$ cat src/rtl/ram_n_pkg.sv
// Shared constants for the ram_n memory blocks: FSM encoding and default geometry.
package ram_n_pkg;
  typedef enum logic {
    ST_CLEAR = 1'b0,
    ST_IDLE  = 1'b1
  } state_t;

  localparam int DEF_WIDTH  = 16;
  localparam int DEF_ADDR_W = 3;
endpackage

$ cat src/rtl/ram_clear_seq.sv
// Clear sequencer: state register and sweep counter that zero the array one word per cycle.
// Sweep lasts 2**ADDR_W cycles; i_clr is ignored while a sweep is running.
module ram_clear_seq
  import ram_n_pkg::*;
#(
  parameter int ADDR_W = DEF_ADDR_W
) (
  input  logic              clk,
  input  logic              rst,
  input  logic              i_clr,
  output logic              o_clr_we,
  output logic [ADDR_W-1:0] o_clr_adr,
  output logic              o_ready
);
  localparam logic [ADDR_W-1:0] LAST_ADR = {ADDR_W{1'b1}};

  state_t            r_state;
  logic [ADDR_W-1:0] r_cnt;
  logic              r_ready;

  // Termination compares against the last address, so the counter never wraps mid-sweep.
  always_ff @(posedge clk or posedge rst) begin
    if (rst) begin
      r_state <= ST_CLEAR;
      r_cnt   <= '0;
      r_ready <= 1'b0;
    end else begin
      case (r_state)
        ST_CLEAR: begin
          if (r_cnt == LAST_ADR) begin
            r_state <= ST_IDLE;
            r_cnt   <= '0;
            r_ready <= 1'b1;
          end else begin
            r_cnt <= r_cnt + ADDR_W'(1);
          end
        end
        default: begin
          if (i_clr) begin
            r_state <= ST_CLEAR;
            r_cnt   <= '0;
            r_ready <= 1'b0;
          end
        end
      endcase
    end
  end

  assign o_clr_we  = (r_state == ST_CLEAR);
  assign o_clr_adr = r_cnt;
  assign o_ready   = r_ready;
endmodule

$ cat src/rtl/ram_n.sv
// Register-array RAM with zero-latency read and a sequenced whole-array clear.
// Writes land on the next edge; while clearing (ready=0) loads are dropped and out reads 0.
module ram_n
  import ram_n_pkg::*;
#(
  parameter int WIDTH  = DEF_WIDTH,
  parameter int ADDR_W = DEF_ADDR_W
) (
  input  logic              clk,
  input  logic              reset,
  input  logic [ADDR_W-1:0] adr,
  input  logic [WIDTH-1:0]  data,
  input  logic              load,
  input  logic              clr,
  output logic [WIDTH-1:0]  out,
  output logic              ready
);
  localparam int DEPTH = 2 ** ADDR_W;

  logic [WIDTH-1:0]  r_mem [DEPTH];
  logic              w_clr_we;
  logic [ADDR_W-1:0] w_clr_adr;
  logic              w_ready;
  logic              w_user_we;

  ram_clear_seq #(
    .ADDR_W (ADDR_W)
  ) u_clear_seq (
    .clk       (clk),
    .rst       (reset),
    .i_clr     (clr),
    .o_clr_we  (w_clr_we),
    .o_clr_adr (w_clr_adr),
    .o_ready   (w_ready)
  );

  // A clr request in the same cycle as a load wins; the load is dropped.
  assign w_user_we = w_ready && load && !clr;

  // No reset on storage so large arrays can map to memory; zeroing is done by the sweep.
  always_ff @(posedge clk) begin
    if (w_clr_we) begin
      r_mem[w_clr_adr] <= '0;
    end else if (w_user_we) begin
      r_mem[adr] <= data;
    end
  end

  assign out   = w_ready ? r_mem[adr] : '0;
  assign ready = w_ready;
endmodule

$ cat config.mk
export PLATFORM = sky130hd
export DESIGN_NAME = ram_n
export DESIGN_NICKNAME = d
export VERILOG_FILES = /design/src/rtl/ram_n_pkg.sv /design/src/rtl/ram_clear_seq.sv /design/src/rtl/ram_n.sv
export SDC_FILE = /design/constraint.sdc
export NUM_CORES = 1
export LEC_CHECK = 0
export CORE_MARGIN = 2
export CORE_UTILIZATION = 55
export DETAILED_ROUTE_END_ITERATION = 6
export PLACE_DENSITY = 0.75
export SYNTH_ARGS = -nofsm -noshare
export SYNTH_HDL_FRONTEND = slang
export SYNTH_SLANG_ARGS = --single-unit
$ cat constraint.sdc
create_clock -name clk -period 5.15 [get_ports clk]
set_clock_uncertainty 0.2 [all_clocks]
set_input_delay 1.03 -clock clk [delete_from_list [all_inputs] [get_ports clk]]
set_output_delay 1.03 -clock clk [all_outputs]
set_load 0.01 [all_outputs]
== Word-level counts from Yosys, hierarchy flattened ==
Memory sizes are Yosys's and may differ from the RTL's.
Cells that the tools add are included.

* Equality and inequality tests: 2
* Reductions and logical operators: 6
* Mux-type cells: 17
* Add/sub/neg operators: 1

{| class="wikitable"
|+ Operators by type and width
! cell !! count
|-
| $mux 16 || 2
|-
| $reduce_or 16->1 || 1
|-
| $mux 3 || 4
|-
| $mux 1 || 11
|-
| $add 3x1->3 const B || 1
|-
| $eq 3x3->1 const B || 1
|-
| $logic_and 1x1->1 || 2
|-
| $ne 2x2->1 const B || 1
|-
| $reduce_and 2->1 || 1
|-
| $reduce_bool 2->1 || 1
|-
| $logic_not 1->1 || 1
|}

* RAM bits: 128
* Register bits: 5
* Memories: 1
* Logic and storage cells: 30

{| class="wikitable"
|+ Memory list
! memory !! words !! bits a word !! rd ports !! clocked after memory_dff !! write ports !! line !! RTL
|-
| r_mem || 8 || 16 || 1 || 0 || 1 || ram_n.sv:20 || <nowiki>logic [WIDTH-1:0] r_mem [DEPTH];</nowiki>
|}

== Logic depth before layout (Yosys ltp) ==
* Depth after elaboration: 7
* Mapped depth: 5
* Depth with buffers taken out: 4

== By module ==
Synthesis repeated with hierarchy kept, for this count alone.

* Cells, all modules: 290
* Area total of the unflattened synthesis: 5446.5 um2

{| class="wikitable"
|+ By module, submodules not included
! module !! cells each !! area an instance (um2) !! times used
|-
| ram_n || 271 || 5227.5 || 1
|-
| ram_clear_seq || 19 || 219.0 || 1
|}

== Least setup slack after synthesis ==
No wires, ideal clock.

* Kind: in2out
* From: in adr[0]
* To: out out[0]
* Data arrival time: 1.928 ns
* Required time: 3.920 ns
* Setup slack: 1.992 ns
* Stages: 5
* Buffers on the path: 2
* Cells stage by stage: buf_6 > buf_6 > mux4_2 > inv_1 > a21oi_1

* Word-level cells in the longest chain between the ends: 2

{| class="wikitable"
|+ RTL lines
! element !! line !! RTL
|-
| start, declared || ram_n.sv:11 || <nowiki>input logic [ADDR_W-1:0] adr,</nowiki>
|-
| $mem_v2 8x16 || n/a ||
|-
| $mux 16 || ram_n.sv:49 || <nowiki>assign out = w_ready ? r_mem[adr] : '0;</nowiki>
|-
| end, declared || ram_n.sv:15 || <nowiki>output logic [WIDTH-1:0] out,</nowiki>
|}

Every way passes these cells.

== Worst setup path after layout ==
* From: in adr[0]
* To: out out[10]

The elaborated chain is that of the path after synthesis.

==> results.toml <==
[outcome]
outcome = "completed"

[detailed_routing]
detailroute.via_count = 2868
drc_violations_left = 0
routed_wire_length_per_instance_um = 21.29
drt_first_iter_violations = 187
total_iterations_of_the_first_detailed_routing_run = 4
wirelength_um = 10750
vias_per_cell = 5.679
antenna_violating_nets_post_route = 0

[yosys]
synth_enable_flop_cells = 128
synth_fp_nets = 332
synth-seq-area-share_pct = 72.24
ys_seq_elements = 133
avg_synthesized_cell_area_sq_um = 17.90
post_synthesis_cell_type_count = 30
synth_top_flop_cell = "edfxtp_1"
synth_cells = 307
synth.yosys.warnings = 0
asyncSetResetFlopFracSynth_pct = 3.759
netlist_area_sq_mm = 0.005494

[grt]
vias_in_the_first_global_route = 3009
pin_count_of_the_biggest_net_entering_global_routing = 30
global_route_wire_length_before_repair_um = 17000
globalRouteTotalUtil_pct = 21.69
grt_antenna_before_repair = 0
aggregate_global_routing_overflow = 0

[final_layout]
nets = 384
post-route-util_pct = 68.74
insertedDiodeCount = 0
post_layout_nonfiller_instances = 505
final_layout_size_suffix_gt1_share_pct = 28.76
layout-area-overhead-vs-synth_pct = 21.73

[die]
die_h_um = 103.9
row_count = 36
floorplan.die.width_um = 103.9
die_area_sq_mm = 0.01080
initial_utilization_pct = 56.47
boundaryPins = 40
core_region_area_sq_mm = 0.009729

[setup_path]
worstSetupPathType = "input pin to primary output"
path_max_fanout = 29
critical_path.slowest_cell = "buf_2"
critical_path_buf_inv_count = 4
worst_setup_path_end_kind = "primary output"
setup.worst_path.start_class = "input pin"
cpPeakStageDelay_ns = 0.66
cp_cell_sequence = "buf_2, buf_12, mux4_2, inv_1, a21oi_1, clkdlybuf4s50_1"
timing.critical_path.required_ns = 3.92
critical_path_arrival_ns = 3.15
crit_family = "buffers and inverters"

[clock_tree]
worst_path_clk_slew_ns = 0.06
post_cts.resized_instances = 0
cts_buffers = 17
post-cts-setup-buffers = 0
post_cts_hold_buffer_count = 0
clock_network_latency_to_the_later_pin_of_the_worst_skew_pair_ns = 0.53
tritoncts = "built"
root_buffer = "clkbuf_8"
numClockSinks = 133
cts_buffer_depth = 2
clock_tree.htree_level_count = 4

[min_path]
holdCritPathClass = "flop to flop"

[pwr]
seqPwrFrac_pct = 44.6
power.density_cell_area_mw_per_mm2 = 526.6
p_switching_uw = 883.3
vdd_drop_max_v = 0.0003352
power_after_layout_mw = 3.521
intPower_mw = 2.638
power.combinational.fraction_pct = 17.6
power.share.switching_pct = 25.08
p_clk_share_pct = 37.8
total_leakage_power_nw = 2.328

[sta]
final-max-slew-violation-count = 0
fin_hold_viols = 0
max_slew_margin_pct = 42.09
timing.final.setup_violations = 0
tightestPinTransition_ns = 0.8687
grt_setup_unrepaired = "false"
max_freq_mhz = 228.1
setup_total_negative_slack_ns = 0
post-route-period-util_pct = 85.13
final.min_clock_period_ns = 4.384
finalHoldWorstSlack_ns = 0.3650

[run]
cap_viol_max_count = 0

[place]
detailedPlacementHpwl_um = 6305
post-place-cells = 473
port_buffers = 39
gp_congestion = 0.7415
==> final cells by class <==
type | instances | area, sq um
clock inverter | 12 | 226.5
timing repair buffer | 52 | 495.5
clock buffer | 20 | 435.4
fill | 652 | 3042
multi-input combinational | 135 | 1320
tap | 133 | 166.4
sequential | 133 | 3969
inverter | 20 | 75.07
==> synth_stat cells (3+ instances only) <==
| master | count | area (sq um) |
|---|---|---|
| nor2_1 | 10 | 37.54 |
| o221ai_1 | 16 | 140.1 |
| clkbuf_1 | 5 | 18.77 |
| a21oi_1 | 19 | 95.09 |
| inv_1 | 20 | 75.07 |
| mux2i_1 | 3 | 30.03 |
| edfxtp_1 | 128 | 3844 |
| mux4_2 | 16 | 360.4 |
| nand3b_1 | 3 | 22.52 |
| mux2_2 | 33 | 371.6 |
| buf_6 | 5 | 56.30 |
| and2_2 | 6 | 45.04 |
| buf_4 | 4 | 30.03 |
| dfrtp_1 | 5 | 125.1 |
| and2_1 | 10 | 62.56 |
| buf_2 | 3 | 15.01 |
==> cell families after synthesis <==
| family | synth area share [%] |
|---|---|
| AND/OR/NAND/NOR | 4.669 |
| buffers and inverters | 3.735 |
| adder cells (fa/ha/maj) | 0.4554 |
| AO/OA/AOI/OAI | 4.760 |
| flip-flops | 72.24 |
| multiplexers | 14.14 |
==> path summary, 6_finish.rpt <==
check | startpoint | end | slack, ns | depth (start not counted)
min in group asynchronous | reset | u_clear_seq.r_state | 0.50 | 2
hold reg to reg | u_clear_seq.o_clr_adr[0] | u_clear_seq.o_clr_adr[0] | 0.37 | 1
setup reg to reg | u_clear_seq.o_ready | r_mem[4][5] | 2.02 | 4
hold / removal | u_clear_seq.o_clr_adr[0] | u_clear_seq.o_clr_adr[0] | 0.37 | 1
max in group asynchronous | reset | u_clear_seq.o_clr_adr[1] | 4.07 | 2
setup / recovery | adr[0] | out[10] | 0.77 | 6
==> cell usage in the layout, fill, tap and decap left out <==
cell type / instances
a21oi_1: 19
a21oi_2: 1
and2_1: 10
and2_2: 6
and4b_2: 1
and4b_4: 1
and4bb_2: 1
buf_12: 1
buf_2: 1
buf_4: 12
bufinv_16: 6
clkbuf_1: 2
clkbuf_16: 16
clkbuf_8: 2
clkdlybuf4s50_1: 38
clkinv_2: 1
clkinv_4: 3
clkinvlp_4: 2
dfrtp_1: 5
edfxtp_1: 128
ha_1: 2
inv_1: 20
mux2_2: 33
mux2_4: 1
mux2i_1: 3
mux4_2: 16
nand2_1: 2
nand2b_1: 2
nand3b_1: 3
nor2_1: 10
nor2_2: 2
nor2b_1: 2
o21ai_0: 2
o221ai_1: 16
o31ai_1: 1
or2_2: 1
==> state kept, by name, summed over array words and instances, names as in the netlist <==
signal,count
r_mem,128
u_clear_seq.o_clr_adr,3
u_clear_seq.o_ready,1
u_clear_seq.r_state,1
==> layer usage <==
layer  global-route usage [%]  vias up  routed length (um)
li1                         -     1308                   -
met1                    27.17     1476                4699
met2                    35.76       69                5416
met3                    5.702       15                 467
met4                    9.749        0                 170
met5                        0        -                   0
==> stage by stage <==
stage          setup slack [ns]  cell area (sq um)
2_1_floorplan             1.992               5494
3_3_place_gp             0.7791               6026
3_5_place_dp             0.7524               6026
4_1_cts                  0.7474               6688
5_1_grt                  0.6254               6688
6_report                 0.7659               6688
==> power by group through the flow <==
stage                     clock network, mW  logic (mW)  registers [mW]
after detailed placement                  0       0.628            1.59
after floorplan                           0       0.392            1.54
after global placement                    0       0.614            1.57
after CTS                              1.35       0.629            1.57
after global routing                   1.39       0.680            1.59
final                                  1.33       0.619            1.57
No activity file was read; power rests on OpenSTA's default activity.
